`src/rtl/if_fetch_if.sv`:
```
// Instruction-memory bus between the fetch unit (master) and instruction memory (slave).
// A request transfers on a cycle where imem_req_o and imem_ack_i are both high.
// One imem_rvalid_i/imem_rdata_i beat then returns for each transferred request, in request order.
interface if_fetch_if;
  logic        imem_req_o;
  logic [31:0] imem_addr_o;
  logic        imem_ack_i;
  logic        imem_rvalid_i;
  logic [31:0] imem_rdata_i;

  modport master (
    output imem_req_o, imem_addr_o,
    input  imem_ack_i, imem_rvalid_i, imem_rdata_i
  );

  modport slave (
    input  imem_req_o, imem_addr_o,
    output imem_ack_i, imem_rvalid_i, imem_rdata_i
  );
endinterface

```
`src/rtl/if_fetch.sv`:
```
// Prefetching instruction fetch stage: credit-limited requests, in-order response FIFO, redirect drop.
// Optional macro IF_FETCH_ALIGN_CHECK_EN flags misaligned redirects and halts fetch until an aligned one.
module if_fetch #(
  parameter logic [31:0] RESET_PC   = 32'h0000_0000,
  parameter int          FIFO_DEPTH = 4
) (
  input  logic        clk,
  input  logic        rst,
  input  logic [4:0]  stall_i,
  input  logic        br_en_i,
  input  logic [31:0] br_addr_i,
  if_fetch_if.master  imem,
  output logic        valid_o,
  output logic [31:0] pc_o,
  output logic [31:0] ins_o,
  output logic        fetch_misalign_o
);
  localparam int          PW  = $clog2(FIFO_DEPTH);
  localparam int          CW  = PW + 1;
  localparam logic [31:0] NOP = 32'h0000_0013;

  logic [31:0]   fetch_pc;
  logic [31:0]   resp_pc;
  logic [31:0]   fifo_pc  [FIFO_DEPTH];
  logic [31:0]   fifo_ins [FIFO_DEPTH];
  logic [PW-1:0] wr_ptr;
  logic [PW-1:0] rd_ptr;
  logic [CW-1:0] count;
  logic [CW-1:0] outstanding;
  logic [CW-1:0] drop_cnt;
  logic [CW:0]   credit_used;
  logic [31:0]   br_target;
  logic          halted;
  logic          req;
  logic          accept;
  logic          drop;
  logic          push;
  logic          pop;

`ifdef IF_FETCH_ALIGN_CHECK_EN
  logic misalign_q;
  logic sig_unused;

  always_ff @(posedge clk or posedge rst) begin
    if (rst) begin
      misalign_q <= 1'b0;
    end else if (br_en_i) begin
      misalign_q <= (br_addr_i[1:0] != 2'b00);
    end
  end

  assign sig_unused       = ^stall_i[4:1];
  assign br_target        = br_addr_i;
  assign halted           = misalign_q;
  assign fetch_misalign_o = misalign_q;
`else
  logic sig_unused;

  assign sig_unused       = ^{stall_i[4:1], br_addr_i[1:0]};
  assign br_target        = {br_addr_i[31:2], 2'b00};
  assign halted           = 1'b0;
  assign fetch_misalign_o = 1'b0;
`endif

  // Every issued request owns a FIFO slot, so a response can always be pushed.
  assign credit_used = {1'b0, count} + {1'b0, outstanding};
  assign req         = !rst && !br_en_i && !halted && (credit_used < (CW+1)'(FIFO_DEPTH));
  assign accept      = req && imem.imem_ack_i;
  assign drop        = imem.imem_rvalid_i && (drop_cnt != '0);
  assign push        = imem.imem_rvalid_i && !drop && !br_en_i;
  assign valid_o     = (count != '0);
  assign pop         = valid_o && !stall_i[0] && !br_en_i;

  assign imem.imem_req_o  = req;
  assign imem.imem_addr_o = fetch_pc;
  assign pc_o             = valid_o ? fifo_pc[rd_ptr]  : 32'h0000_0000;
  assign ins_o            = valid_o ? fifo_ins[rd_ptr] : NOP;

  always_ff @(posedge clk or posedge rst) begin
    if (rst) begin
      fetch_pc    <= RESET_PC;
      resp_pc     <= RESET_PC;
      wr_ptr      <= '0;
      rd_ptr      <= '0;
      count       <= '0;
      outstanding <= '0;
      drop_cnt    <= '0;
    end else if (br_en_i) begin
      // Requests still in flight belong to the old stream; their responses get discarded.
      fetch_pc    <= br_target;
      resp_pc     <= br_target;
      wr_ptr      <= '0;
      rd_ptr      <= '0;
      count       <= '0;
      outstanding <= outstanding - CW'(imem.imem_rvalid_i);
      drop_cnt    <= outstanding - CW'(imem.imem_rvalid_i);
    end else begin
      if (accept) begin
        fetch_pc <= fetch_pc + 32'd4;
      end
      outstanding <= outstanding + CW'(accept) - CW'(imem.imem_rvalid_i);
      if (drop) begin
        drop_cnt <= drop_cnt - CW'(1);
      end
      if (push) begin
        wr_ptr  <= wr_ptr + PW'(1);
        resp_pc <= resp_pc + 32'd4;
      end
      if (pop) begin
        rd_ptr <= rd_ptr + PW'(1);
      end
      count <= count + CW'(push) - CW'(pop);
    end
  end

  always_ff @(posedge clk) begin
    if (push) begin
      fifo_pc[wr_ptr]  <= resp_pc;
      fifo_ins[wr_ptr] <= imem.imem_rdata_i;
    end
  end
endmodule
```
`src/flat_wrapper.sv`:
```
// flat-port wrapper written by rule: the top's interface ports become plain ports
module if_fetch_flat 
#(
  parameter logic [31:0] RESET_PC   = 32'h0000_0000,
  parameter int          FIFO_DEPTH = 4
)
  (clk, rst, stall_i, br_en_i, br_addr_i, valid_o, pc_o, ins_o, fetch_misalign_o, imem_imem_req_o, imem_imem_addr_o, imem_imem_ack_i, imem_imem_rvalid_i, imem_imem_rdata_i);
  if_fetch_if imem_i ();
  input  logic clk;
  input  logic rst;
  input  logic [4:0] stall_i;
  input  logic br_en_i;
  input  logic [31:0] br_addr_i;
  output logic valid_o;
  output logic [31:0] pc_o;
  output logic [31:0] ins_o;
  output logic fetch_misalign_o;
  output wire logic [$bits(imem_i.imem_req_o)-1:0] imem_imem_req_o;
  output wire logic [$bits(imem_i.imem_addr_o)-1:0] imem_imem_addr_o;
  input wire logic [$bits(imem_i.imem_ack_i)-1:0] imem_imem_ack_i;
  input wire logic [$bits(imem_i.imem_rvalid_i)-1:0] imem_imem_rvalid_i;
  input wire logic [$bits(imem_i.imem_rdata_i)-1:0] imem_imem_rdata_i;
  assign imem_imem_req_o = imem_i.imem_req_o;
  assign imem_imem_addr_o = imem_i.imem_addr_o;
  assign imem_i.imem_ack_i = imem_imem_ack_i;
  assign imem_i.imem_rvalid_i = imem_imem_rvalid_i;
  assign imem_i.imem_rdata_i = imem_imem_rdata_i;
  if_fetch #(.RESET_PC(RESET_PC), .FIFO_DEPTH(FIFO_DEPTH)) u_core (.clk(clk), .rst(rst), .stall_i(stall_i), .br_en_i(br_en_i), .br_addr_i(br_addr_i), .imem(imem_i), .valid_o(valid_o), .pc_o(pc_o), .ins_o(ins_o), .fetch_misalign_o(fetch_misalign_o));
endmodule
```
`config.mk`:
```
export PLATFORM = sky130hd
export DESIGN_NAME = if_fetch_flat
export DESIGN_NICKNAME = d
export VERILOG_FILES = /design/src/rtl/if_fetch_if.sv /design/src/rtl/if_fetch.sv /design/src/flat_wrapper.sv
export SDC_FILE = /design/constraint.sdc
export NUM_CORES = 1
export LEC_CHECK = 0
export ABC_AREA = 1
export CORE_MARGIN = 4
export CORE_UTILIZATION = 61
export CTS_CLUSTER_DIAMETER = 40
export DETAILED_ROUTE_END_ITERATION = 10
export HOLD_SLACK_MARGIN = 0.03
export PLACE_DENSITY = 0.82
export RECOVER_POWER = 100
export SYNTH_ARGS = -nofsm -noshare
export SYNTH_HDL_FRONTEND = slang
export SYNTH_SLANG_ARGS = --single-unit
```
`constraint.sdc`:
```
create_clock -name clk -period 7 [get_ports clk]
set_input_delay 1.4 -clock clk [delete_from_list [all_inputs] [get_ports clk]]
set_output_delay 1.4 -clock clk [all_outputs]
set_load 0.005 [all_outputs]
```
# Word level (Yosys, flattened, before mapping)
# Memories as Yosys holds them, arrays and structs flattened.
# Index checks and enable logic that the tools add are counted.
# totals
ff_bits	77
mem_bits_rw	256
output_inout_bits	99
elab_cells	55
memories	2
# memory_table
memory	depth	width	read_ports	rd_ports_with_merged_regs	write_ports	line_no	rtl
u_core.fifo_ins	4	32	1	0	1	if_fetch.sv:25	logic [31:0] fifo_ins [FIFO_DEPTH];
u_core.fifo_pc	4	32	1	0	1	if_fetch.sv:24	logic [31:0] fifo_pc [FIFO_DEPTH];
# classes
n_addsub	11
n_lt_le_gt_ge	1
mux	16
reduce_logical	18
# ops
cell	n
$mux W32	6
$add A32 B3 Y32 const B	2
$mux W3	4
$sub A3 B1 Y3	3
$logic_and A1 B1 Y1	8
$mux W2	4
$reduce_bool A2 Y1	4
$add A3 B1 Y3	2
$reduce_bool A3 Y1	2
$add A2 B1 Y2 const B	2
$add A3 B3 Y4	1
$logic_not A1 Y1	4
$lt A4 B3 Y1 const B	1
$sub A3 B1 Y3 const B	1
$mux W1	2

# Logic depth before layout (Yosys ltp)
# logic_depth
word_depth	8
ltp_mapped	13
ltp_nobuf	13

# Worst setup path before layout
# Ideal clock, no wire load.
# synth_path
path_kind	input to register
start	in imem_imem_rvalid_i
end	mem u_core.fifo_ins[0][0], enable pin
arrival_time_ns	4.512
t_required_ns	6.518
slack_ns	2.005
stages	4
cell_sequence	nand3_1 > nor2_1 > inv_1 > nor2_1
# synth_via
elab_chain_cells	6
# synth_lines
element	line_no	rtl
start: declaration	flat_wrapper.sv:21	input wire logic [$bits(imem_i.imem_rvalid_i)-1:0] imem_imem_rvalid_i;
$logic_and A1 B1 Y1	if_fetch.sv:69	assign drop = imem.imem_rvalid_i && (drop_cnt != '0);
$logic_not A1 Y1	if_fetch.sv:70	assign push = imem.imem_rvalid_i && !drop && !br_en_i;
$logic_and A1 B1 Y1 * (2 in series)	if_fetch.sv:70	
$mux W1 *	if_fetch.sv:117	if (push) begin
$mux W1 (not written as such) *	if_fetch.sv:119	fifo_ins[wr_ptr] <= imem.imem_rdata_i;
end: declaration	if_fetch.sv:25	
# Mark *: on every way between the ends. The rest lies on a longest branch, timed or not.

# Worst setup path after layout
# layout_path
start	in br_en_i
end	out imem_imem_req_o
# layout_via
elab_chain_cells	3
# layout_lines
element	line_no	rtl
start: declaration	flat_wrapper.sv:12	input logic br_en_i;
$logic_not A1 Y1	if_fetch.sv:67	assign req = !rst && !br_en_i && !halted && (credit_used < (CW+1)'(FIFO_DEPTH));
$logic_and A1 B1 Y1 (2 in series)	if_fetch.sv:67	
end: declaration	flat_wrapper.sv:18	output wire logic [$bits(imem_i.imem_req_o)-1:0] imem_imem_req_o;
# No other way between the ends.

==> flow_summary_export.csv <==
group,metric,value,unit
logic_synthesis,netlist_area,14700,um2
worst_setup_path,r2r_slack,2.35,ns
logic_synthesis,ys_ff_latch,321,
cts,htree_levels,2,
cells_and_area,final_layout_size_suffix_gt1_frac,0.0510,
timing,slew_violations,177,
timing,tightest_slew,2.55,ns
cells_and_area,syn2layout_area_growth,21.1,%
placement,portBuffers,161,
timing,hold_violations,0,
worst_setup_path,r2r-start,"u_core.drop_cnt[0]$_DFFE_PP0P_",
timing,whs,0.551,ns
die,rows,56,
cts,numCtsBuffers,40,
min_path,min_from,"u_core.drop_cnt[2]$_DFFE_PP0P_",
timing,setup_viol,0,
timing,max_slew_margin,-0.707,
drt,routedWlPerCell,18.0,um
cts,cts_resized,0,
power_and_ir_drop,power_density,336,nW/um2
drt,vias,11500,
cts,clock_sinks,321,
drt,initialDrtViolationCount,1150,
worst_setup_path,path_class,"in2out",
die,die-area,26600,um2
grt,grt_overflow,0,
min_path,holdPathStages,2,
placement,dp_slack,2.19,ns
worst_setup_path,cp_max_fo,23,
cts,clockBufferDepth,3,
logic_synthesis,synth_area_leaders,"edfxtp_1 51%, dfrtp_1 12%, nor2_1 8.7%",
worst_setup_path,r2r-end,"u_core.fifo_pc[1][17]$_DFFE_PP_",
die,io_pins,173,
logic_synthesis,yosys.area.top_type,"edfxtp_1",
grt,antenna_found_initial,4,
run_status,failed_checks,"max-capacitance violations, max-slew violations",
worst_setup_path,crit_required,5.60,ns
worst_setup_path,r2r_cells,7,
timing,tns,0,ns
cells_and_area,nFillCells,1603,
die,start_util,0.623,
timing,setup_ws,1.38,ns
min_path,min_to,"u_core.drop_cnt[2]$_DFFE_PP0P_",
die,die_h,163,um
die,coreArea,23500,um2
logic_synthesis,synth_cell_types,38,
cts,clk_latency,0.52,ns
cts,post_cts_buffers,0,
drt,routed_wl,36.6,mm
cells_and_area,final_common_cell,"nor2_1",
grt,grt_pass1_vias,11400,
run_status,status,"complete, but fails checks",
timing,fmax,178,MHz
grt,track_usage,0.272,
flow_run,cap_violations,5,
cts,path_clk_slew,0.05,ns
cells_and_area,fin_cells,2028,
cts,cts-root-buf,"clkbuf_16",
worst_setup_path,cp_data_arrival_time,4.22,ns
grt,grt_max_degree,90,
logic_synthesis,synth_cells,1518,
timing,period_share,0.803,
placement,dpl.cell_count,1951,
grt,grt_pass1_wl,57.6,mm
logic_synthesis,synth_area_per_cell,9.66,um2
worst_setup_path,end_kind,"output port",
cts,holdBufCountCts,0,
drt,antenna_left,0,
cts,cts_tree,"built",
logic_synthesis,ys_seq_area_frac,0.632,
drt,avgViaCountPerCell,5.68,
power_and_ir_drop,p_leak,6.98,nW
logic_synthesis,ys_warn_count,0,
placement,dp_hpwl,22.4,mm
logic_synthesis,netlist.area_leader.share,0.508,
cells_and_area,final_nets,1766,
cells_and_area,layout_common_cells,"338 x nor2_1, 286 x nand2_1, 248 x edfxtp_1, 160 x o21ai_0, 122 x dlygate4sd3_1",
min_path,hold_path.class,"reg2reg",
timing,rsz0062_at_grt,"no",
die,die_w,163,um
worst_setup_path,startpoint_type,"input pin",
power_and_ir_drop,max-vdd-ir-drop,0.000224,V
drt,drc,0,
power_and_ir_drop,total_power,5.97,mW
drt,drt-pass1-iter-count,5,
timing,finClkSkew,0.0230,ns
placement,place.gp.congestion,0.924,
timing,layout_min_cycle_time,5.62,ns
-- layout make-up --
type,instances,area (um2),area share
antenna,4,10.0,0.000564
clock buffer,47,1050,0.0590
clock inverter,26,268,0.0151
inverter,111,418,0.0235
multi-input combinational,1024,4640,0.261
sequential,321,9280,0.522
tap,319,399,0.0225
timing repair buffer,176,1700,0.0956
-- sequential cells by signal (all words and copies together) (netlist names) --
name / flops
u_core.outstanding: 3
u_core.fifo_ins: 128
u_core.fifo_pc: 120
u_core.rd_ptr: 2
u_core.drop_cnt: 3
u_core.imem.imem_addr_o: 30
u_core.wr_ptr: 2
u_core.resp_pc: 30
u_core.count: 3
-- cell usage after synthesis (all sizes together) --
cell / number
a21oi: 72
a31oi: 2
and2: 2
and3: 1
buf: 35
clkbuf: 31
clkinv: 1
conb: 1
dfrtp: 73
edfxtp: 248
fa: 2
ha: 16
inv: 110
nand2: 287
nand3: 82
nand3b: 7
nand4: 9
nor2: 345
nor3: 4
o211ai: 8
o21a: 1
o21ai: 160
o21bai: 4
o311ai: 3
o31ai: 1
or2: 1
xnor2: 5
xor2: 7
-- stage by stage --
| step | util | cell area (um2) |
|---|---|---|
| 6_report | 0.754 | 17800 |
| 5_1_grt | 0.754 | 17800 |
| 4_1_cts | 0.758 | 17800 |
| 3_5_place_dp | 0.702 | 16500 |
| 3_3_place_gp | 0.702 | 16500 |
| 2_1_floorplan | - | 14700 |
-- per-layer routing --
metal	global-route usage	part of all wire
met4	0.0965	0.024
met1	0.360	0.40
met2	0.463	0.50
met5	0	0
met3	0.0411	0.070
-- critical path, stage by stage --
cell	delay (ns)
dlygate4sd3_1	0.84
clkinvlp_2	0.88
nand3b_1	0.45
nor2_4	0.06
dlygate4sd3_1	0.58
-- kinds of logic after synthesis --
logic type                 count (synthesis)  share of synthesized area
adders and majority gates                 18                     0.0164
AOI/OAI and AO/OA                        251                     0.0890
xor gates and xnor gates                  12                    0.00716
and+or+nand+nor                          738                      0.204
buffers and inverters                    177                     0.0512
other                                      1                   0.000256
DFF                                      321                      0.632
-- worst max path at each step --
stage | startpoint | endpoint | slack [ns] | cells after the start
finish | br_en_i | imem_imem_req_o | 1.38 | 5
detailed placement | br_en_i | imem_imem_req_o | 2.19 | 5
CTS | u_core.rd_ptr[0]$_DFFE_PP0P_ | pc_o[14] | 2.16 | 5
floorplan | imem_imem_rvalid_i | u_core.fifo_ins[0][0]$_DFFE_PP_ | 2.01 | 4
global placement | br_en_i | imem_imem_req_o | 2.23 | 5
global route | imem_imem_rvalid_i | u_core.fifo_pc[1][17]$_DFFE_PP_ | 1.07 | 6
-- report_power, final --
group	switching, mW	internal, mW
Clock	0.806	1.21
Combinational	0.909	0.639
Sequential	0.187	2.22
Total	1.90	4.07
Note: power is estimated with default switching activity, not from simulation.
